## src/rtl/pipe_adder.sv

```systemverilog
// Pipelined ripple-carry adder: the carry chain is cut into STAGES segments, one register stage each,
// with a valid/ready handshake. Define PIPE_ADDER_SUB_EN to add the sub input and ovf output.
module pipe_adder #(
   parameter int WIDTH  = 16,
   parameter int STAGES = 4
) (
   input  logic             clk,
   input  logic             rst,
   input  logic [WIDTH-1:0] a,
   input  logic [WIDTH-1:0] b,
   input  logic             cin,
   input  logic             in_valid,
   output logic             in_ready,
`ifdef PIPE_ADDER_SUB_EN
   input  logic             sub,
   output logic             ovf,
`endif
   output logic [WIDTH-1:0] sum,
   output logic             cout,
   output logic             out_valid,
   input  logic             out_ready
);

   localparam int SEG  = (WIDTH + STAGES - 1) / STAGES;
   localparam int LAST = STAGES - 1;

   logic [STAGES-1:0] v_q, v_d;
   logic [STAGES-1:0] c_q, c_d;
   logic [STAGES-1:0] ld;
   logic [WIDTH-1:0]  a_q [STAGES];
   logic [WIDTH-1:0]  a_d [STAGES];
   logic [WIDTH-1:0]  b_q [STAGES];
   logic [WIDTH-1:0]  b_d [STAGES];
   logic [WIDTH-1:0]  s_q [STAGES];
   logic [WIDTH-1:0]  s_d [STAGES];

   logic [WIDTH-1:0]  b_eff;
   logic              c_eff;
   logic              src_v;
   logic [WIDTH-1:0]  src_a, src_b, src_s;
   logic              src_c;
   logic [WIDTH-1:0]  seg_s;
   logic              seg_c;
   int                p;

`ifdef PIPE_ADDER_SUB_EN
   assign b_eff = sub ? ~b : b;
   assign c_eff = sub ? 1'b1 : cin;
   // b_q holds the effective (possibly inverted) operand, so overflow is the plain add rule
   assign ovf   = (a_q[LAST][WIDTH-1] == b_q[LAST][WIDTH-1]) &&
                  (s_q[LAST][WIDTH-1] != a_q[LAST][WIDTH-1]);
`else
   assign b_eff = b;
   assign c_eff = cin;
`endif

   always_comb begin
      ld    = '0;
      v_d   = v_q;
      c_d   = c_q;
      a_d   = a_q;
      b_d   = b_q;
      s_d   = s_q;
      src_v = 1'b0;
      src_a = '0;
      src_b = '0;
      src_s = '0;
      src_c = 1'b0;
      seg_s = '0;
      seg_c = 1'b0;
      p     = 0;

      ld[LAST] = !v_q[LAST] || out_ready;
      for (int k = STAGES - 2; k >= 0; k--) begin
         ld[k] = !v_q[k] || ld[k+1];
      end

      for (int k = 0; k < STAGES; k++) begin
         p = (k == 0) ? 0 : k - 1;
         if (k == 0) begin
            src_v = in_valid;
            src_a = a;
            src_b = b_eff;
            src_s = '0;
            src_c = c_eff;
         end else begin
            src_v = v_q[p];
            src_a = a_q[p];
            src_b = b_q[p];
            src_s = s_q[p];
            src_c = c_q[p];
         end

         // Segments past the top bit (ceil rounding) match no bit and pass the carry through
         seg_s = src_s;
         seg_c = src_c;
         for (int i = 0; i < WIDTH; i++) begin
            if (i / SEG == k) begin
               seg_s[i] = src_a[i] ^ src_b[i] ^ seg_c;
               seg_c    = (src_a[i] & src_b[i]) | (seg_c & (src_a[i] ^ src_b[i]));
            end
         end

         if (ld[k]) begin
            v_d[k] = src_v;
            if (src_v) begin
               a_d[k] = src_a;
               b_d[k] = src_b;
               s_d[k] = seg_s;
               c_d[k] = seg_c;
            end
         end
      end
   end

   always_ff @(posedge clk or posedge rst) begin
      if (rst) begin
         v_q <= '0;
         c_q <= '0;
         for (int k = 0; k < STAGES; k++) begin
            a_q[k] <= '0;
            b_q[k] <= '0;
            s_q[k] <= '0;
         end
      end else begin
         v_q <= v_d;
         c_q <= c_d;
         for (int k = 0; k < STAGES; k++) begin
            a_q[k] <= a_d[k];
            b_q[k] <= b_d[k];
            s_q[k] <= s_d[k];
         end
      end
   end

   assign in_ready  = ld[0];
   assign out_valid = v_q[LAST];
   assign sum       = s_q[LAST];
   assign cout      = c_q[LAST];

endmodule

```

## config.mk

```make
export PLATFORM = sky130hd
export DESIGN_NAME = pipe_adder
export DESIGN_NICKNAME = d
export VERILOG_FILES = /design/src/rtl/pipe_adder.sv
export SDC_FILE = /design/constraint.sdc
export NUM_CORES = 1
export LEC_CHECK = 0
export CELL_PAD_IN_SITES_DETAIL_PLACEMENT = 0
export CELL_PAD_IN_SITES_GLOBAL_PLACEMENT = 1
export CORE_UTILIZATION = 41
export DETAILED_ROUTE_END_ITERATION = 16
export HOLD_SLACK_MARGIN = 0.02
export PLACE_DENSITY = 0.75
export SYNTH_ARGS = -nofsm -noshare
export SYNTH_HDL_FRONTEND = slang
export SYNTH_SLANG_ARGS = --single-unit
```

## constraint.sdc

```tcl
create_clock -name clk -period 3.65 [get_ports clk]
set_input_delay 1.095 -clock clk [delete_from_list [all_inputs] [get_ports clk]]
set_output_delay 1.095 -clock clk [all_outputs]
set_load 0.05 [all_outputs]
```

== Word-level counts from Yosys, hierarchy flattened ==
Cells that the tools add are included.

* Input port bits: 37
* Logic and storage cells: 110
* Bits in registers: 144

* Reduce and logical (&&, ||, !) cells: 12
* Bitwise gates (word level): 80

{| class="wikitable"
|+ Operator list
! kind !! number
|-
| $and A1 B1 Y1 || 32
|-
| $xor A1 B1 Y1 || 32
|-
| $or A1 B1 Y1 || 16
|-
| $reduce_and A2 Y1 || 4
|-
| $logic_not A1 Y1 || 4
|-
| $logic_or A1 B1 Y1 || 4
|}

== Logic depth before layout (Yosys ltp) ==
Gate-level depths: netlist of run 1.

* Depth after elaboration: 9
* Depth in mapped cells: 8
* Gate-level depth less buffers: 8

== Least setup slack after synthesis of run 1 ==
OpenSTA, ideal clock, no wires.

* Path type: in2out
* From: in out_ready
* To: out in_ready
* Buffers on the path: 0
* Cell stages on the path: 2
* Arrival time: 1.708 ns
* Slack: 0.847 ns
* Cells stage by stage: and4b_1 nand2_1

* Word-level cells in the longest chain between the ends: 4

{| class="wikitable"
|+ Ends and longest elaborated chain
! what !! line !! text
|-
| start: declaration || 21 || <nowiki>input logic out_ready</nowiki>
|-
| $logic_or A1 B1 Y1 || 73 || <nowiki>ld[LAST] = !v_q[LAST] || out_ready;</nowiki>
|-
| $logic_or A1 B1 Y1 (3 in a row) || 75 || <nowiki>ld[k] = !v_q[k] || ld[k+1];</nowiki>
|-
| end: declaration || 13 || <nowiki>output logic in_ready,</nowiki>
|}

Every way passes these cells.

== Final worst setup path of run 1 ==
Same ends and word-level chain as after synthesis.

==> results of run 1 <==
sequential cells by signal, summed over array words and instances (netlist names), 12 cells and up:
signal,count
a_q,20
b_q,20
s_q,12
src_s,12
sum,16
cell type report:
cell class	count	area (µm²)	share of cell area, %
Tap cell	133	166	3.32
Multi-Input combinational cell	129	1440	28.7
Sequential cell	96	2400	47.9
Clock inverter	5	129	2.57
Timing Repair Buffer	61	606	12.1
Inverter	34	130	2.60
Clock buffer	10	138	2.75
routing by layer:
| layer | share of wire, % | vias up | wire length (µm) | global-route usage (%) |
|---|---|---|---|---|
| met3 | 3.8 | 9 | 235 | 3.19 |
| met2 | 50 | 36 | 3100 | 22.2 |
| met4 | 1.5 | 0 | 91 | 6.26 |
| met1 | 45 | 1100 | 2820 | 17.5 |
| li1 | - | 1015 | - | - |
| met5 | 0 | - | 0 | 0 |
worst max-delay path, stage by stage:
cell and delay, ns:
clkdlybuf4s50_1 0.44, and4b_1 0.39, nand2_1 0.17, buf_12 0.18
per-stage QoR:
step                setup WS (ns)  power (µW)  cell area (µm²)  hold slack [ns]
floorplan                  0.0496        2650             4140            0.451
global placement            0.312        2890             4740            0.469
detailed placement          0.268        2940             4740            0.478
CTS                         0.268        3830             5010            0.499
global route                0.203        4040             5010            0.515
finish                      0.276        3770             5010            0.495
final timing paths:
path / slack (ns) / endpoint / cells after the start / startpoint
max: 0.28 / in_ready / 4 / out_ready
min: 0.49 / src_s[0] / 1 / src_s[0]
max reg2reg: 1.45 / s_q[39] / 8 / c_q[0]
min reg2reg: 0.49 / src_s[0] / 1 / src_s[0]
max in group asynchronous: 1.85 / b_q[54] / 3 / rst
min in group asynchronous: 1.10 / a_q[52] / 2 / rst
power by group through the flow:
stage / combinational, µW / sequential (µW) / clock [µW]
2_1_floorplan: 1050 / 1600 / 0
3_3_place_gp: 1260 / 1630 / 0
3_5_place_dp: 1290 / 1640 / 0
4_1_cts: 1300 / 1620 / 914
5_1_grt: 1410 / 1670 / 960
6_report: 1270 / 1610 / 885
placed cells by master, fill, tap and decap left out, types with 4 or more instances in the layout:
cell / instances
nand2b_1: 4
bufinv_16: 4
mux2i_1: 6
clkdlybuf4s50_1: 54
mux2_2: 70
dfrtp_1: 96
inv_1: 33
mux2_1: 8
buf_4: 6
clkbuf_8: 10
fa_1: 16
o21ai_0: 10
cell families after synthesis:
family	Yosys count	synth area share [%]
DFF	96	58.0
muxes	84	22.6
buffers and inverters	58	7.46
AOI/OAI and AO/OA	17	2.23
adders and majority gates	16	7.73
and+or+nand+nor	12	1.96
==> run metrics, run 1 <==
Area Overhead vs Synth=20.9%; unrepaired setup endpoints after global routing=false; hold crit path type=reg -> reg; fmax=0.296 GHz; Worst Path Max Fanout=6; Synth cell types=20; number of synthesized flops with an enable pin=0; layout cells sized above 1=29.0%; die width=103 µm; crit path DAT=2.28 ns; H-tree depth=3; ys flop type=dfrtp_1; DIE HEIGHT=103 µm; run status=complete, no violations; row cnt=36; clock share of power=23.5%; Post-Route WL=6240 µm; detailed placer's ending HPWL=4460 µm; Reg clk slew, reported paths=0.09 ns; nets@finish=384; worst rel slew slack=59.7%; synth top area cells=dfrtp_1, mux2_2, fa_1; Leak=0.00221 µW; CTS tree=done; Core Area=9770 µm²; initial drt markers=37; Seq/Total Area, Yosys=58.0%; TNS Setup=0 ns; Die Footprint=10500 µm²; cell area after synthesis=4140 µm²; clock sink count=96; Comb pwr share=33.8%; Routed Antenna Nets=0; postcts setup bufs=0; Pre-antenna DRT Iters=4; skew final=0.0122 ns; Max clock buf depth=2; fin crit period=3.37 ns; Synth top cells by count=dfrtp_1, mux2_2, inv_1, buf_4, fa_1; vias per inst=4.62; largest area contributor in the netlist=dfrtp_1; diode count=0; CP Launch Type=input pin; hold_buf cts=0; post-CTS sizing=0; Yosys reg bits=96; via count=2160; Filler cells=859; Tcrit/Tclk final=92.4%; CTS root buffer=clkbuf_8; Required @ worst endpoint=2.55 ns; critical path endpoint category=output port; Fin. Hold Viols=0; syn nets=336; max_cap viols=0; switching power=1220 µW; remaining global-route overflow=0; peak supply drop=0.000286 V; Avg Inst Size Synth=14.6 µm²; global-route wire length before repair=10600 µm; Slew Viols, Final=0; WL per Instance=13.3 µm; Clock Latency Late Sink=0.35 ns; antenna violations before repair=0; Port Buffer Count=55; global placer's final weighted congestion=0.675; largest net degree at the start of global routing=37; Starting Density=42.4%; Core Util, Final=51.3%; Inserted Clock Buffers=9; Least-Margin Pin Slew=0.603 ns; I/O Pins=56; drt drc=0; Switching Share=32.3%; WS Path Type=in -> out; count leader, synth=dfrtp_1; Final Instance Count excl. Fillers=468; Cells after DPL=453; PD cells=752 nW/µm²; Gate Count Post-Synth=283; sequential share of power=42.7%; post-synthesis async set-or-reset flop share=100%; Setup violations, final=0; GR Util All Layers=13.7%; Synth top area share=58.0%; internal cell power=2550 µW; vias in the first global route=2200; synth warn=0
No activity file was read; power rests on OpenSTA's default activity.
==> run 2: changes to the inputs <==
--- a/config.mk
+++ b/config.mk
@@ -7,10 +7,11 @@
 export LEC_CHECK = 0
 export CELL_PAD_IN_SITES_DETAIL_PLACEMENT = 0
 export CELL_PAD_IN_SITES_GLOBAL_PLACEMENT = 1
-export CORE_UTILIZATION = 41
+export CORE_UTILIZATION = 42
+export CTS_BUF_LIST = sky130_fd_sc_hd__clkbuf_8
 export DETAILED_ROUTE_END_ITERATION = 16
 export HOLD_SLACK_MARGIN = 0.02
-export PLACE_DENSITY = 0.75
+export PLACE_DENSITY = 0.76
 export SYNTH_ARGS = -nofsm -noshare
 export SYNTH_HDL_FRONTEND = slang
 export SYNTH_SLANG_ARGS = --single-unit
==> run metrics, run 2 (synthesis gave the netlist of run 1 again) <==
worst rel slew slack=59.4% (was 59.7%); CTS tree=done (unchanged); global-route wire length before repair=10300 µm (was 10600 µm); remaining global-route overflow=0 (unchanged); max_cap viols=0 (unchanged); Worst path max stage delay=0.43 ns (was 0.44 ns); Post-Route WL=6070 µm (was 6240 µm); Setup violations, final=0 (unchanged); Routed Antenna Nets=0 (unchanged); Fin. Hold Viols=0 (unchanged); largest net degree at the start of global routing=56 (was 37); RR Startpoint=c_q[1] (was c_q[0]); global placer's final weighted congestion=0.701 (was 0.675); commonest cells after routing, fill and taps aside=dfrtp_1, mux2_2, clkdlybuf4s50_1 (unchanged); run status=complete, no violations (unchanged); Worst Path Max Fanout=4 (was 6); H-tree depth=3 (unchanged); postcts setup bufs=0 (unchanged); Reg clk slew, reported paths=0.08 ns (was 0.09 ns); vias per inst=4.63 (was 4.62); hold depth=1 (unchanged); R2R Path End=src_s[11] (was s_q[39]); post-CTS sizing=0 (unchanged); vias in the first global route=2125 (was 2200); Required @ worst endpoint=2.55 ns (about the same); Tcrit/Tclk final=88.4% (was 92.4%); WL per Instance=13.1 µm (was 13.3 µm); Clock Latency Late Sink=0.35 ns (about the same); initial drt markers=24 (was 37); Leak=0.00221 µW (about the same); antenna violations before repair=0 (unchanged); CP endpoint=in_ready (unchanged); hold crit path type=reg -> reg (unchanged); slowest cell on the critical path=clkdlybuf4s50_1 (unchanged); Register-to-Register Path Depth=8 (unchanged); fmax=0.310 GHz (was 0.296 GHz); Final Instance Count excl. Fillers=464 (was 468); detailed placer's ending HPWL=4220 µm (was 4460 µm); diode count=0 (unchanged); Core Area=9420 µm² (was 9770 µm²); DIE HEIGHT=101 µm (was 103 µm); peak supply drop=0.000260 V (was 0.000286 V); Max clock buf depth=2 (unchanged); PD cells=733 nW/µm² (was 752 nW/µm²); TNS Setup=0 ns (unchanged); I/O Pins=56 (unchanged); CP Cell Sequence=clkdlybuf4s50_1, and4b_1, nand2_1, buf_12 (unchanged); Area Overhead vs Synth=20.1% (was 20.9%); unrepaired setup endpoints after global routing=false (unchanged); clock sink count=96 (unchanged); via count=2149 (was 2160); Die Footprint=10300 µm² (was 10500 µm²); Slew Viols, Final=0 (unchanged); CTS root buffer=clkbuf_8 (unchanged); nets@finish=383 (was 384); WS Path Type=in -> out (unchanged); CP Launch Type=input pin (unchanged); crit path DAT=2.13 ns (was 2.28 ns); Least-Margin Pin Slew=0.607 ns (was 0.603 ns); leading cell type in the layout, fill and taps excluded=dfrtp_1 (unchanged); skew final=0.00899 ns (was 0.0122 ns); Pre-antenna DRT Iters=4 (unchanged); critical path endpoint category=output port (unchanged); Inserted Clock Buffers=9 (unchanged); row cnt=35 (was 36); fin crit period=3.23 ns (was 3.37 ns); Crit. Startpoint=out_ready (unchanged); Starting Density=44.0% (was 42.4%); Cells after DPL=448 (was 453); layout cells sized above 1=28.4% (was 29.0%); die width=101 µm (was 103 µm); Port Buffer Count=55 (unchanged); R2R Setup Slk=1.50 ns (was 1.45 ns); GR Util All Layers=13.5% (was 13.7%); drt drc=0 (unchanged); hold_buf cts=0 (unchanged)
## run 2: stage by stage
step                      total power, µW  utilization (%)  cell area [µm²]  hold WS, ns  worst slack (ns)
final                                3650             52.9             4980        0.491             0.422
after global routing                 3900             52.9             4980        0.513             0.388
after CTS                            3710             52.9             4980        0.503             0.410
after detailed placement             2930             50.4             4740        0.482             0.418
after global placement               2890             50.4             4740        0.468             0.413
after floorplan                      2650                -             4140        0.451            0.0496
## run 2: where the power goes
| group | switching (µW) | internal, µW |
|---|---|---|
| clock | 337 | 438 |
| combinational | 680 | 586 |
| sequential | 182 | 1420 |
| total | 1200 | 2450 |
## run 2: worst min-delay path by stage
stage,from,endpoint,slack [ns]
after floorplan,s_q[32],src_s[0],0.45
after global placement,s_q[32],src_s[0],0.47
after detailed placement,b_q[62],b_q[62],0.48
after CTS,b_q[62],b_q[62],0.50
after global routing,a_q[58],a_q[58],0.51
final,a_q[58],a_q[58],0.49
## run 2: metal layers
| layer | global-route usage [%] | up-vias | routed length (µm) |
|---|---|---|---|
| li1 | - | 1008 | - |
| met1 | 17.3 | 1096 | 2750 |
| met2 | 21.8 | 38 | 2990 |
| met3 | 4.69 | 7 | 242 |
| met4 | 4.01 | 0 | 76 |
| met5 | 0 | - | 0 |
## run 2: critical path, delay by kind of cell
kind | cells | cell delay, ns
buffers and inverters | 2 | 0.61
AND/OR/NAND/NOR | 2 | 0.42
## run 2: area by class of cell
cell class / instances / area [µm²]
inverters: 34 / 130
flip-flops and latches: 96 / 2400
clock buffers: 12 / 165
repair buffers: 60 / 611
well taps: 129 / 161
multi-input cells: 129 / 1440
clock inverters: 4 / 67.6
fillers: 830 / 4440
==> run 3: changes to the inputs <==
--- a/config.mk
+++ b/config.mk
@@ -7,11 +7,11 @@
 export LEC_CHECK = 0
 export CELL_PAD_IN_SITES_DETAIL_PLACEMENT = 0
 export CELL_PAD_IN_SITES_GLOBAL_PLACEMENT = 1
-export CORE_UTILIZATION = 42
+export CORE_UTILIZATION = 45
 export CTS_BUF_LIST = sky130_fd_sc_hd__clkbuf_8
 export DETAILED_ROUTE_END_ITERATION = 16
 export HOLD_SLACK_MARGIN = 0.02
-export PLACE_DENSITY = 0.76
+export PLACE_DENSITY = 0.78
 export SYNTH_ARGS = -nofsm -noshare
 export SYNTH_HDL_FRONTEND = slang
 export SYNTH_SLANG_ARGS = --single-unit
==> constraint.sdc (replaced) <==
create_clock -name clk -period 4 [get_ports clk]
set_input_delay 1.2 -clock clk [delete_from_list [all_inputs] [get_ports clk]]
set_output_delay 1.2 -clock clk [all_outputs]
set_load 0.05 [all_outputs]
==> run metrics, run 3 (synthesis gave the netlist of run 1 again) <==
GR Util All Layers=14.6% (was 13.5%); Least-Margin Pin Slew=0.724 ns (was 0.607 ns); total power=3160 µW (was 3650 µW); die width=98.0 µm (was 101 µm); TNS Setup=0 ns (unchanged); vias in the first global route=2311 (was 2125); Switching Share=35.0% (was 32.9%); switching power=1100 µW (was 1200 µW); RR Startpoint=c_q[0] (was c_q[1]); Worst Path Max Fanout=6 (was 4); Starting Density=47.1% (was 44.0%); CP Launch Type=input pin (unchanged); Final Instance Count excl. Fillers=441 (was 464); commonest cells after routing, fill and taps aside=dfrtp_1, mux2_2, clkdlybuf4s50_1 (unchanged); global-route wire length before repair=10900 µm (was 10300 µm); Setup violations, final=0 (unchanged); global placer's final weighted congestion=0.708 (was 0.701); fin crit period=3.56 ns; Fin. Hold Viols=0 (unchanged); detailed placer's ending HPWL=4230 µm (was 4220 µm); Core Util, Final=55.2% (was 52.9%); diode count=0 (unchanged); Comb pwr share=36.4% (was 34.7%); Leak=0.00216 µW (was 0.00221 µW); vias per inst=4.82 (was 4.63); max layer used=met4 (unchanged); Port Buffer Count=55 (unchanged); Cells after DPL=425 (was 448); nets@finish=381 (was 383); R2R Path End=s_q[39] (was src_s[11]); Register-to-Register Path Depth=8 (unchanged); I/O Pins=56 (unchanged); DIE HEIGHT=98.0 µm (was 101 µm); drt drc=4 (was 0); failing checks=DRC; sequential share of power=46.5% (was 44.0%); Required @ worst endpoint=2.80 ns (was 2.55 ns); crit path DAT=2.36 ns (was 2.13 ns); via count=2126 (was 2149); Clock Latency Late Sink=0.35 ns (about the same); Crit. Startpoint=out_ready (unchanged); Inserted Clock Buffers=9 (unchanged); CTS tree=done (unchanged); Post-Route WL=6040 µm (was 6070 µm); layout cells sized above 1=27.6% (was 28.4%); Area Overhead vs Synth=17.3% (was 20.1%); Slew Viols, Final=0 (unchanged); PD cells=649 nW/µm² (was 733 nW/µm²); max_cap viols=0 (unchanged); Core Area=8810 µm² (was 9420 µm²); initial drt markers=48 (was 24); row cnt=34 (was 35); Die Footprint=9600 µm² (was 10300 µm²); peak supply drop=0.000244 V (was 0.000260 V); Tcrit/Tclk final=88.9%; clock share of power=17.0% (was 21.2%); Post-DP Area=4700 µm² (was 4740 µm²); CTS root buffer=clkbuf_8 (unchanged); Met3 Wirelength=216 µm (was 242 µm); worst rel slew slack=51.6% (was 59.4%); unrepaired setup endpoints after global routing=false (unchanged); WL per Instance=13.7 µm (was 13.1 µm); Reg clk slew, reported paths=0.09 ns (was 0.08 ns); H-tree depth=3 (unchanged); remaining global-route overflow=0 (unchanged); largest net degree at the start of global routing=57 (was 56); critical path endpoint category=output port (unchanged); fmax=0.281 GHz; postcts setup bufs=0 (unchanged); met1 WL=2920 µm (was 2750 µm); post-route cell area=4860 µm² (was 4980 µm²); post-CTS sizing=0 (unchanged); antenna violations before repair=0 (unchanged); clock sink count=96 (unchanged); skew final=0.00968 ns (was 0.00899 ns); internal cell power=2050 µW (was 2450 µW); Max clock buf depth=2 (unchanged); WS Path Type=in -> out (unchanged); hold crit path type=reg -> reg (unchanged); run status=finished with violations (was complete, no violations); Routed Antenna Nets=0 (unchanged); leading cell type in the layout, fill and taps excluded=dfrtp_1 (unchanged); CP endpoint=in_ready (unchanged); Pre-antenna DRT Iters=10 (was 4); Hold Startpoint=b_q[61] (was a_q[58]); hold_buf cts=0 (unchanged); met2 wire length=2810 µm (was 2990 µm); R2R Setup Slk=1.82 ns (was 1.50 ns)
## run 3: power by group through the flow
stage               sequential [µW]  clock (µW)  combinational, µW
floorplan                      1460           0                962
global placement               1490           0               1150
detailed placement             1500           0               1170
CTS                            1480         556               1170
global route                   1520         595               1260
finish                         1470         537               1150
## run 3: per-stage QoR
stage	hold slack [ns]	worst slack, ns
after global routing	0.518	0.380
after floorplan	0.451	0.295
after global placement	0.473	0.461
after detailed placement	0.481	0.444
final	0.495	0.444
after CTS	0.502	0.424
## run 3: final cells by class
type	count	area [µm²]
clock inverters	7	42.5
clock buffers	9	124
flip-flops and latches	96	2400
fillers	752	3940
well taps	108	135
inverters	34	130
repair buffers	58	596
multi-input cells	129	1430
## run 3: how the worst min path moves through the flow
stage | to | slack (ns) | cells past startpoint
floorplan | src_s[0] | 0.45 | 1
global placement | src_s[0] | 0.47 | 1
detailed placement | src_s[0] | 0.48 | 1
CTS | b_q[60] | 0.50 | 1
global route | b_q[60] | 0.52 | 1
finish | b_q[61] | 0.49 | 1
## run 3: per-layer routing
layer | track usage, % | vias up
li1 | - | 1009
met1 | 20.0 | 1073
met2 | 22.6 | 37
met3 | 3.01 | 7
met4 | 6.99 | 0
met5 | 0 | -
## run 3: critical path, cell delays in order
cell	delay [ns]
clkdlybuf4s50_1	0.45
and4b_1	0.38
nand2_1	0.15
buf_12	0.18
